## config.mk

```make
export PLATFORM = sky130hd
export DESIGN_NAME = iencoder
export DESIGN_NICKNAME = d
export VERILOG_FILES = /design/src/rtl/iencoder.sv
export SDC_FILE = /design/constraint.sdc
export NUM_CORES = 1
export LEC_CHECK = 0
export CAP_MARGIN = 20
export CORE_UTILIZATION = 30
export CTS_CLUSTER_SIZE = 24
export DETAILED_ROUTE_END_ITERATION = 8
export HOLD_SLACK_MARGIN = 0.15
export PLACE_DENSITY_LB_ADDON = 0.3
export SLEW_MARGIN = 0
export SYNTH_ARGS = -nofsm -noshare
export SYNTH_HDL_FRONTEND = slang
export SYNTH_SLANG_ARGS = --single-unit
```

## constraint.sdc

```tcl
create_clock -name clk -period 2.95 [get_ports clk]
set_clock_uncertainty 0.2 [all_clocks]
set_input_delay 0.4425 -clock clk [delete_from_list [all_inputs] [get_ports clk]]
set_output_delay 0.4425 -clock clk [all_outputs]
set_load 0.05 [all_outputs]
```

## src/rtl/iencoder.sv

```systemverilog
// Field-level RV32I instruction encoder feeding a program-memory write port.
// Packs decoded fields into instruction words and writes them at auto-incrementing addresses.
`ifndef INST_TYPE_WIDTH
`define INST_TYPE_WIDTH 3
`define INST_TYPE_IMM 3'd0
`define INST_TYPE_INT_IMM 3'd1
`define INST_TYPE_INT_REG 3'd2
`define INST_TYPE_BRANCH 3'd3
`endif
`ifndef FUNCT_WIDTH
`define FUNCT_WIDTH 4
`define FUNCT_ADD 4'd0
`define FUNCT_SUB 4'd1
`define FUNCT_EQ 4'd2
`endif
`ifndef REG_WIDTH
`define REG_WIDTH 5
`endif
`ifndef IMM_WIDTH
`define IMM_WIDTH 32
`endif
`ifndef INST_WIDTH
`define INST_WIDTH 32
`endif

module iencoder #(
    parameter int unsigned ADDR_WIDTH = 32,
    parameter logic [ADDR_WIDTH-1:0] BASE_ADDR = '0,
    parameter int unsigned ERR_CNT_WIDTH = 8
) (
    input  logic                        clk,
    input  logic                        rst,
    input  logic                        start,
    input  logic                        in_valid,
    output logic                        in_ready,
    input  logic                        in_last,
    input  logic [`INST_TYPE_WIDTH-1:0] inst_type,
    input  logic [`FUNCT_WIDTH-1:0]     funct,
    input  logic [`REG_WIDTH-1:0]       rd,
    input  logic [`REG_WIDTH-1:0]       rs1,
    input  logic [`REG_WIDTH-1:0]       rs2,
    input  logic [`IMM_WIDTH-1:0]       imm,
    output logic                        mem_valid,
    input  logic                        mem_ready,
    output logic [ADDR_WIDTH-1:0]       mem_addr,
    output logic [`INST_WIDTH-1:0]      mem_data,
    output logic                        err,
    output logic [ERR_CNT_WIDTH-1:0]    err_count,
    output logic                        done
);

    localparam logic signed [`IMM_WIDTH-1:0] AddiMin   = -2048;
    localparam logic signed [`IMM_WIDTH-1:0] AddiMax   = 2047;
    localparam logic signed [`IMM_WIDTH-1:0] BranchMin = -4096;
    localparam logic signed [`IMM_WIDTH-1:0] BranchMax = 4094;

    logic                     mem_valid_q, mem_valid_d;
    logic [ADDR_WIDTH-1:0]    mem_addr_q, mem_addr_d;
    logic [`INST_WIDTH-1:0]   mem_data_q, mem_data_d;
    logic                     last_q, last_d;
    logic [ADDR_WIDTH-1:0]    next_addr_q, next_addr_d;
    logic                     err_q, err_d;
    logic [ERR_CNT_WIDTH-1:0] err_count_q, err_count_d;
    logic                     done_q, done_d;

    logic                     start_eff, mem_done, accept, enc_ok;
    logic [`INST_WIDTH-1:0]   enc_word;
    logic signed [`IMM_WIDTH-1:0] imm_s;

    assign imm_s = imm;

    always_comb begin
        enc_word = '0;
        enc_ok   = 1'b0;
        case (inst_type)
            `INST_TYPE_IMM: begin
                enc_word = {imm[31:12], rd, 7'b0110111};
                enc_ok   = (imm[11:0] == 12'd0);
            end
            `INST_TYPE_INT_IMM: begin
                if (funct == `FUNCT_ADD) begin
                    enc_word = {imm[11:0], rs1, 3'b000, rd, 7'b0010011};
                    enc_ok   = (imm_s >= AddiMin) && (imm_s <= AddiMax);
                end
            end
            `INST_TYPE_INT_REG: begin
                if (funct == `FUNCT_ADD || funct == `FUNCT_SUB) begin
                    enc_word = {(funct == `FUNCT_SUB) ? 7'd32 : 7'd0, rs2, rs1, 3'b000, rd,
                                7'b0110011};
                    enc_ok   = 1'b1;
                end
            end
            `INST_TYPE_BRANCH: begin
                if (funct == `FUNCT_EQ) begin
                    enc_word = {imm[12], imm[10:5], rs2, rs1, 3'b000, imm[4:1], imm[11],
                                7'b1100011};
                    enc_ok   = !imm[0] && (imm_s >= BranchMin) && (imm_s <= BranchMax);
                end
            end
            default: ;
        endcase
    end

    // Start only lands between writes; a pending last write also closes the input side.
    assign start_eff = start && !mem_valid_q;
    assign mem_done  = mem_valid_q && mem_ready;
    assign in_ready  = (!mem_valid_q || mem_ready) && !done_q && !(mem_valid_q && last_q)
                       && !start_eff;
    assign accept    = in_valid && in_ready;

    always_comb begin
        mem_valid_d = mem_valid_q;
        mem_addr_d  = mem_addr_q;
        mem_data_d  = mem_data_q;
        last_d      = last_q;
        next_addr_d = next_addr_q;
        err_d       = 1'b0;
        err_count_d = err_count_q;
        done_d      = done_q;
        if (mem_done) begin
            mem_valid_d = 1'b0;
            if (last_q) done_d = 1'b1;
        end
        if (start_eff) begin
            next_addr_d = BASE_ADDR;
            mem_addr_d  = BASE_ADDR;
            done_d      = 1'b0;
            err_count_d = '0;
        end else if (accept) begin
            if (enc_ok) begin
                mem_valid_d = 1'b1;
                mem_addr_d  = next_addr_q;
                mem_data_d  = enc_word;
                last_d      = in_last;
                next_addr_d = next_addr_q + ADDR_WIDTH'(4);
            end else begin
                err_d       = 1'b1;
                err_count_d = (&err_count_q) ? err_count_q : err_count_q + 1'b1;
                if (in_last) done_d = 1'b1;
            end
        end
    end

    always_ff @(posedge clk or negedge rst) begin
        if (!rst) begin
            mem_valid_q <= 1'b0;
            mem_addr_q  <= BASE_ADDR;
            mem_data_q  <= '0;
            last_q      <= 1'b0;
            next_addr_q <= BASE_ADDR;
            err_q       <= 1'b0;
            err_count_q <= '0;
            done_q      <= 1'b0;
        end else begin
            mem_valid_q <= mem_valid_d;
            mem_addr_q  <= mem_addr_d;
            mem_data_q  <= mem_data_d;
            last_q      <= last_d;
            next_addr_q <= next_addr_d;
            err_q       <= err_d;
            err_count_q <= err_count_d;
            done_q      <= done_d;
        end
    end

    assign mem_valid = mem_valid_q;
    assign mem_addr  = mem_addr_q;
    assign mem_data  = mem_data_q;
    assign err       = err_q;
    assign err_count = err_count_q;
    assign done      = done_q;

endmodule

```

======== After elaboration in Yosys (flattened, before gate mapping) ========
Index checks and enable logic that the tools add are counted.
storage, ports and cells
  flip-flop bits (word level) ............. 108
  word-level logic and storage cells ...... 80
operators by class
  add/sub/neg operators ................... 2
  order comparisons ....................... 4
  eq/ne operators ......................... 7
  muxes and demuxes ....................... 32
  bitwise gates (word level) .............. 1
  reductions and logical operators ........ 26
operators with widths
  cell                   count
  $mux 32                8
  $pmux 32 s4            1
  $add 32x3->32 const B  1
  $ge 32x12->1 const B   1
  $ge 32x13->1 const B   1
  $le 32x12->1 const B   1
  $le 32x13->1 const B   1
  $mux 8                 4
  $mux 31                1
  $mux 1                 16
  $logic_not 12->1       1
  $logic_and 1x1->1      10
  $add 8x1->8 const B    1
  $reduce_and 8->1       1
  $eq 3x2->1 const B     2
  $mux 6                 1
  $reduce_and 3->1       2
  $logic_not 1->1        5
  $eq 4x1->1 const B     1
  $eq 4x2->1 const B     1
  $logic_not 4->1        1
  $ne 2x2->1 const B     2
  $pmux 1 s4             1
  $reduce_bool 2->1      2
  5 further kinds        6

======== Longest topological paths before layout ========
  depth after elaboration ................. 8
  mapped depth ............................ 9
  mapped depth without buffers ............ 7

======== Least setup slack after synthesis ========
OpenSTA, ideal clock, no wires.
  path kind ............................... register to register
  start point ............................. register mem_valid_q, in the netlist mem_valid
  end point ............................... register next_addr_q[8]
  arrival time ............................ 2.883 ns
  data required time ...................... 2.672 ns
  slack ................................... -0.211 ns
  stages on the path, launching flop included .. 8
  clock period less this slack ............ 3.161 ns
  cells stage by stage .................... dfrtp_1 or2_2 a21oi_1 and2_2 o31ai_4 buf_6 or4_1 a21oi_1
on the way
  cells in the longest elaborated chain, start to end .. 8
  elaborated cells between the ends (all ways) .. 14
  classes of those cells .................. mux (1); reduce/logical (13)
ends and longest elaborated chain
  item                             line      RTL
  start, declared                  57        logic mem_valid_q, mem_valid_d;
  start signal, assigned           155       mem_valid_q <= mem_valid_d;
  $logic_not 1->1                  105, 107
  $logic_or 1x1->1                 107       assign in_ready = (!mem_valid_q || mem_ready) && !done_q && !(mem_valid_q && last_q)
  $logic_and 1x1->1 (2 in series)  107
  $logic_and 1x1->1 (*)            108       && !start_eff;
  via in_ready                     35        output logic in_ready,
  $logic_and 1x1->1 (*)            109       assign accept = in_valid && in_ready;
  $reduce_bool 2->1 (no line) (*)  --
  $reduce_and 2->1 (no line) (*)   --
  end signal, assigned             159       next_addr_q <= next_addr_d;
  end, declared                    61        logic [ADDR_WIDTH-1:0] next_addr_q, next_addr_d;
The timed path passes the listed nets; every way through them passes the cells marked *.
A chain may end at the register's enable or synchronous reset.

======== Worst setup path in the final report ========
  start point ............................. input funct[0]
  end point ............................... register next_addr_q[9]
on the way
  cells in the longest elaborated chain, start to end .. 6
  elaborated cells between the ends (all ways) .. 10
  classes of those cells .................. eq/ne (2); mux (4); reduce/logical (4)
ends and longest elaborated chain
  item                                                            line  RTL
  start, declared                                                 38    input logic [`FUNCT_WIDTH-1:0] funct,
  $eq 4x1->1 (no line) / $logic_not 4->1 (equally long branches)  --
  $logic_or 1x1->1 (no line)                                      --
  $mux 1                                                          87    if (funct == `FUNCT_ADD || funct == `FUNCT_SUB) begin
  $pmux 1 s4 (*)                                                  75    case (inst_type)
  $reduce_bool 2->1 (no line) (*)                                 --
  $reduce_and 2->1 (no line) (*)                                  --
Every way passes the cells marked *; elsewhere a longest branch is shown, timed or not.

==> flow_metrics.tcl <==
set metrics [dict create \
    status "finished clean" \
    crit_type "primary input to register" \
    ys_ff_latch 103 \
    pwr_density_cell_nw_per_um2 424 \
    vias 4776 \
    startpoint_type "primary input" \
    place_congestion 0.869 \
    ys_top_cells_by_area "dfrtp_1 52%, nand2_1 9.5%, nand3_1 5.1%, o21ai_0 3.5%, nand4_1 2.5%" \
    wl_met1_microns 6420 \
    drt-total-wl_microns 15200 \
    synth_ff_type "dfrtp_1" \
    clk_pin_slew_ns 0.07 \
    first_global_vias 4777 \
    clk_latency_ns 0.35 \
    fmax_mhz 364 \
    synth_xor_xnor_area_share 0.00175 \
    routed.top_layer "met4" \
    setup_viol 0 \
    core_area_sq_um 16100 \
    synth-simple-area-share 0.278 \
    grt_pass1_wl_microns 24400 \
    first_pass_iters 4 \
    crit_path_end_kind "register" \
    critPathSlowestCell "or4_1" \
    avgSynthCellArea_sq_um 9.15 \
    clock_path_buffers 2 \
    syn_to_final_growth_pct 44.5 \
    cap_violations 0 \
    finalCritPeriodShare 0.932 \
    drt_first_iter_violations 308 \
    multiInputGateArea_sq_um 2240 \
    relSlewSlack 0.533 \
    wl_met2_microns 7240 \
    cts_tree "yes" \
    via_per_inst 5.17 \
    syn-instance-count 546 \
    die_w_microns 131 \
    cts.sinks 103 \
    ios 136 \
    antenna_cells 0 \
    path_cells "clkdlybuf4s50_1 > nand2b_1 > or4_1 > and4b_1 > o31ai_4 > buf_4 > or3_1 > a21oi_1" \
    tightest_slew_ns 0.699 \
    grt_use_total 0.186 \
    grt-ovfl-total 0 \
    stdcell_area_sq_um 7220 \
    port_buffers 134 \
    drc_errors 0 \
    dp_hpwl_microns 11400 \
    synth-compound-area-share 0.136 \
    final_util 0.450 \
    final_max_slew_viol_count 0 \
    async_flop_share 1.00 \
    period_minus_slack_ns 2.75 \
    leakage_nw 3.16 \
    dr_wl_met3_microns 1220 \
    postCtsSetupBuffers 0 \
    timing.hold.ws_ns 0.269 \
    cpPeakStageDelay_ns 0.50 \
    tns_ns 0 \
    final_layout_size_suffix_gt1_frac 0.114 \
    initial_core_util 0.311 \
    cts_made_buffers 9 \
    fp.dieH_microns 131 \
    synth_adder_area_share 0.00501 \
    placed_cell_area_sq_um 6900 \
    hold_violations 0 \
    synth_cell_type_count 50 \
    min-delay-path-class "register to register" \
    antenna_found_initial 0 \
    die-area_sq_um 17200 \
    synth_top_family_by_area "simple AND/OR/NAND/NOR gates" \
    route.antenna.remaining_nets 0 \
    ys_seq_area_frac 0.516 \
    fillers 1522 \
    peakVddDrop_v 0.000291 \
    cp.required_ns 3.03 \
    grt_max_degree 64 \
    cp_max_fo 10 \
    cts_resized 0 \
    netlist_area_sq_um 5000 \
    wl_per_cell_microns 16.5 \
    grt_setup_unrepaired "no" \
    syn_nets 608 \
    arrival_ns 2.83 \
    final_nets 765 \
    ys_warn_count 0 \
    root_buffer "clkbuf_16" \
    final-seq-area_sq_um 2580 \
    synth_top_area_frac 0.516 \
    yosys.area.top_type "dfrtp_1" \
    yosys-mux-area-fraction 0.0240 \
    row_count 46 \
    htree_levels 3 \
    p_total_mw 3.06 \
    synth_edf_count 0 \
]
[cells in the final DEF (no fill, tap or decap), types with 5 or more instances in the layout]
master           instances
clkdlybuf4s50_1        132
nand2_1                125
dfrtp_1                103
nand3_1                 51
buf_4                   43
o21ai_0                 35
nand4_1                 20
a21oi_1                 18
nor2_1                  15
or3_1                   15
a22oi_1                 15
mux2i_1                 12
and3_1                  11
nor4_1                   9
nor3_1                   9
clkbuf_16                9
o31ai_1                  8
buf_12                   8
a222oi_1                 7
o211ai_1                 5
[metrics by stage]
stage / std cells / setup slack [ns]
2_1_floorplan: 546 / 0.102
3_3_place_gp: 907 / -0.0901
3_5_place_dp: 907 / -0.178
4_1_cts: 924 / 0.196
5_1_grt: 924 / 0.0849
6_report: 924 / 0.199
[state kept, by name, summed over array words and instances (netlist names)]
signal / cells
mem_data: 30
mem_valid: 1
last_q: 1
err: 1
err_count: 8
done: 1
next_addr_q: 30
mem_addr: 31
[routing by layer]
metal | vias to the layer above | track usage
li1 | 2293 | -
met1 | 2295 | 0.230
met2 | 169 | 0.303
met3 | 19 | 0.0511
met4 | 0 | 0.0852
met5 | - | 0
[kinds of logic after synthesis]
group                      after synthesis
and+or+nand+nor                        282
AOI/OAI and AO/OA                      103
DFF                                    103
buffers and inverters                   42
muxes                                   12
adders and majority gates                2
other                                    1
xor gates and xnor gates                 1
[timing repair]
item / in CTS / in global routing
hold buffers: 1 / 0
endpoints found under the hold margin: 40 / 0
endpoints found under the setup margin: 0 / 0
[power by group]
group	total, mW	internal [mW]	switching [mW]
combinational	0.373	0.160	0.213
sequential	1.45	1.43	0.0156
clock	1.24	0.669	0.572
total	3.06	2.26	0.801
[synthesized netlist by cell type, drive strengths merged, types with 2 or more instances]
cell type and count:
nand2 127, dfrtp 103, nand3 51, o21ai 35, clkbuf 23, nand4 20
a21oi 19, a22oi 15, buf 15, nor2 15, or3 15, mux2i 12
and3 11, nor3 10, nor4 10, o31ai 9, a222oi 7, o211ai 5
or4 5, inv 4, a31oi 3, and2 3, and4 3, a31o 2
ha 2, nand2b 2, nor2b 2, nor3b 2, o31a 2, or2 2
[area by class of cell]
class	instances	area share
multi-input combinational	401	0.310
sequential	103	0.357
timing repair buffer	184	0.251
inverter	4	0.00208
clock inverter	7	0.0109
clock buffer	9	0.0312
tap	216	0.0374
[path summary, 6_finish.rpt]
path                             start              to  slack (ns)  cells after the start
min                        mem_data[2]     mem_data[2]        0.27                      2
max reg2reg                  mem_valid  next_addr_q[9]        0.63                      7
max                           funct[0]  next_addr_q[9]        0.20                      8
max in group asynchronous          rst    mem_addr[12]        1.41                      3
min in group asynchronous          rst    mem_data[22]        0.41                      2
min reg2reg                mem_data[2]     mem_data[2]        0.27                      2
[worst max-delay path: cells and delay by family]
kind | cells | cell delay (ns)
and+or+nand+nor | 4 | 1.43
buffers and inverters | 2 | 0.62
AOI/OAI and AO/OA | 2 | 0.34
Note: power is estimated with default switching activity, not from simulation.
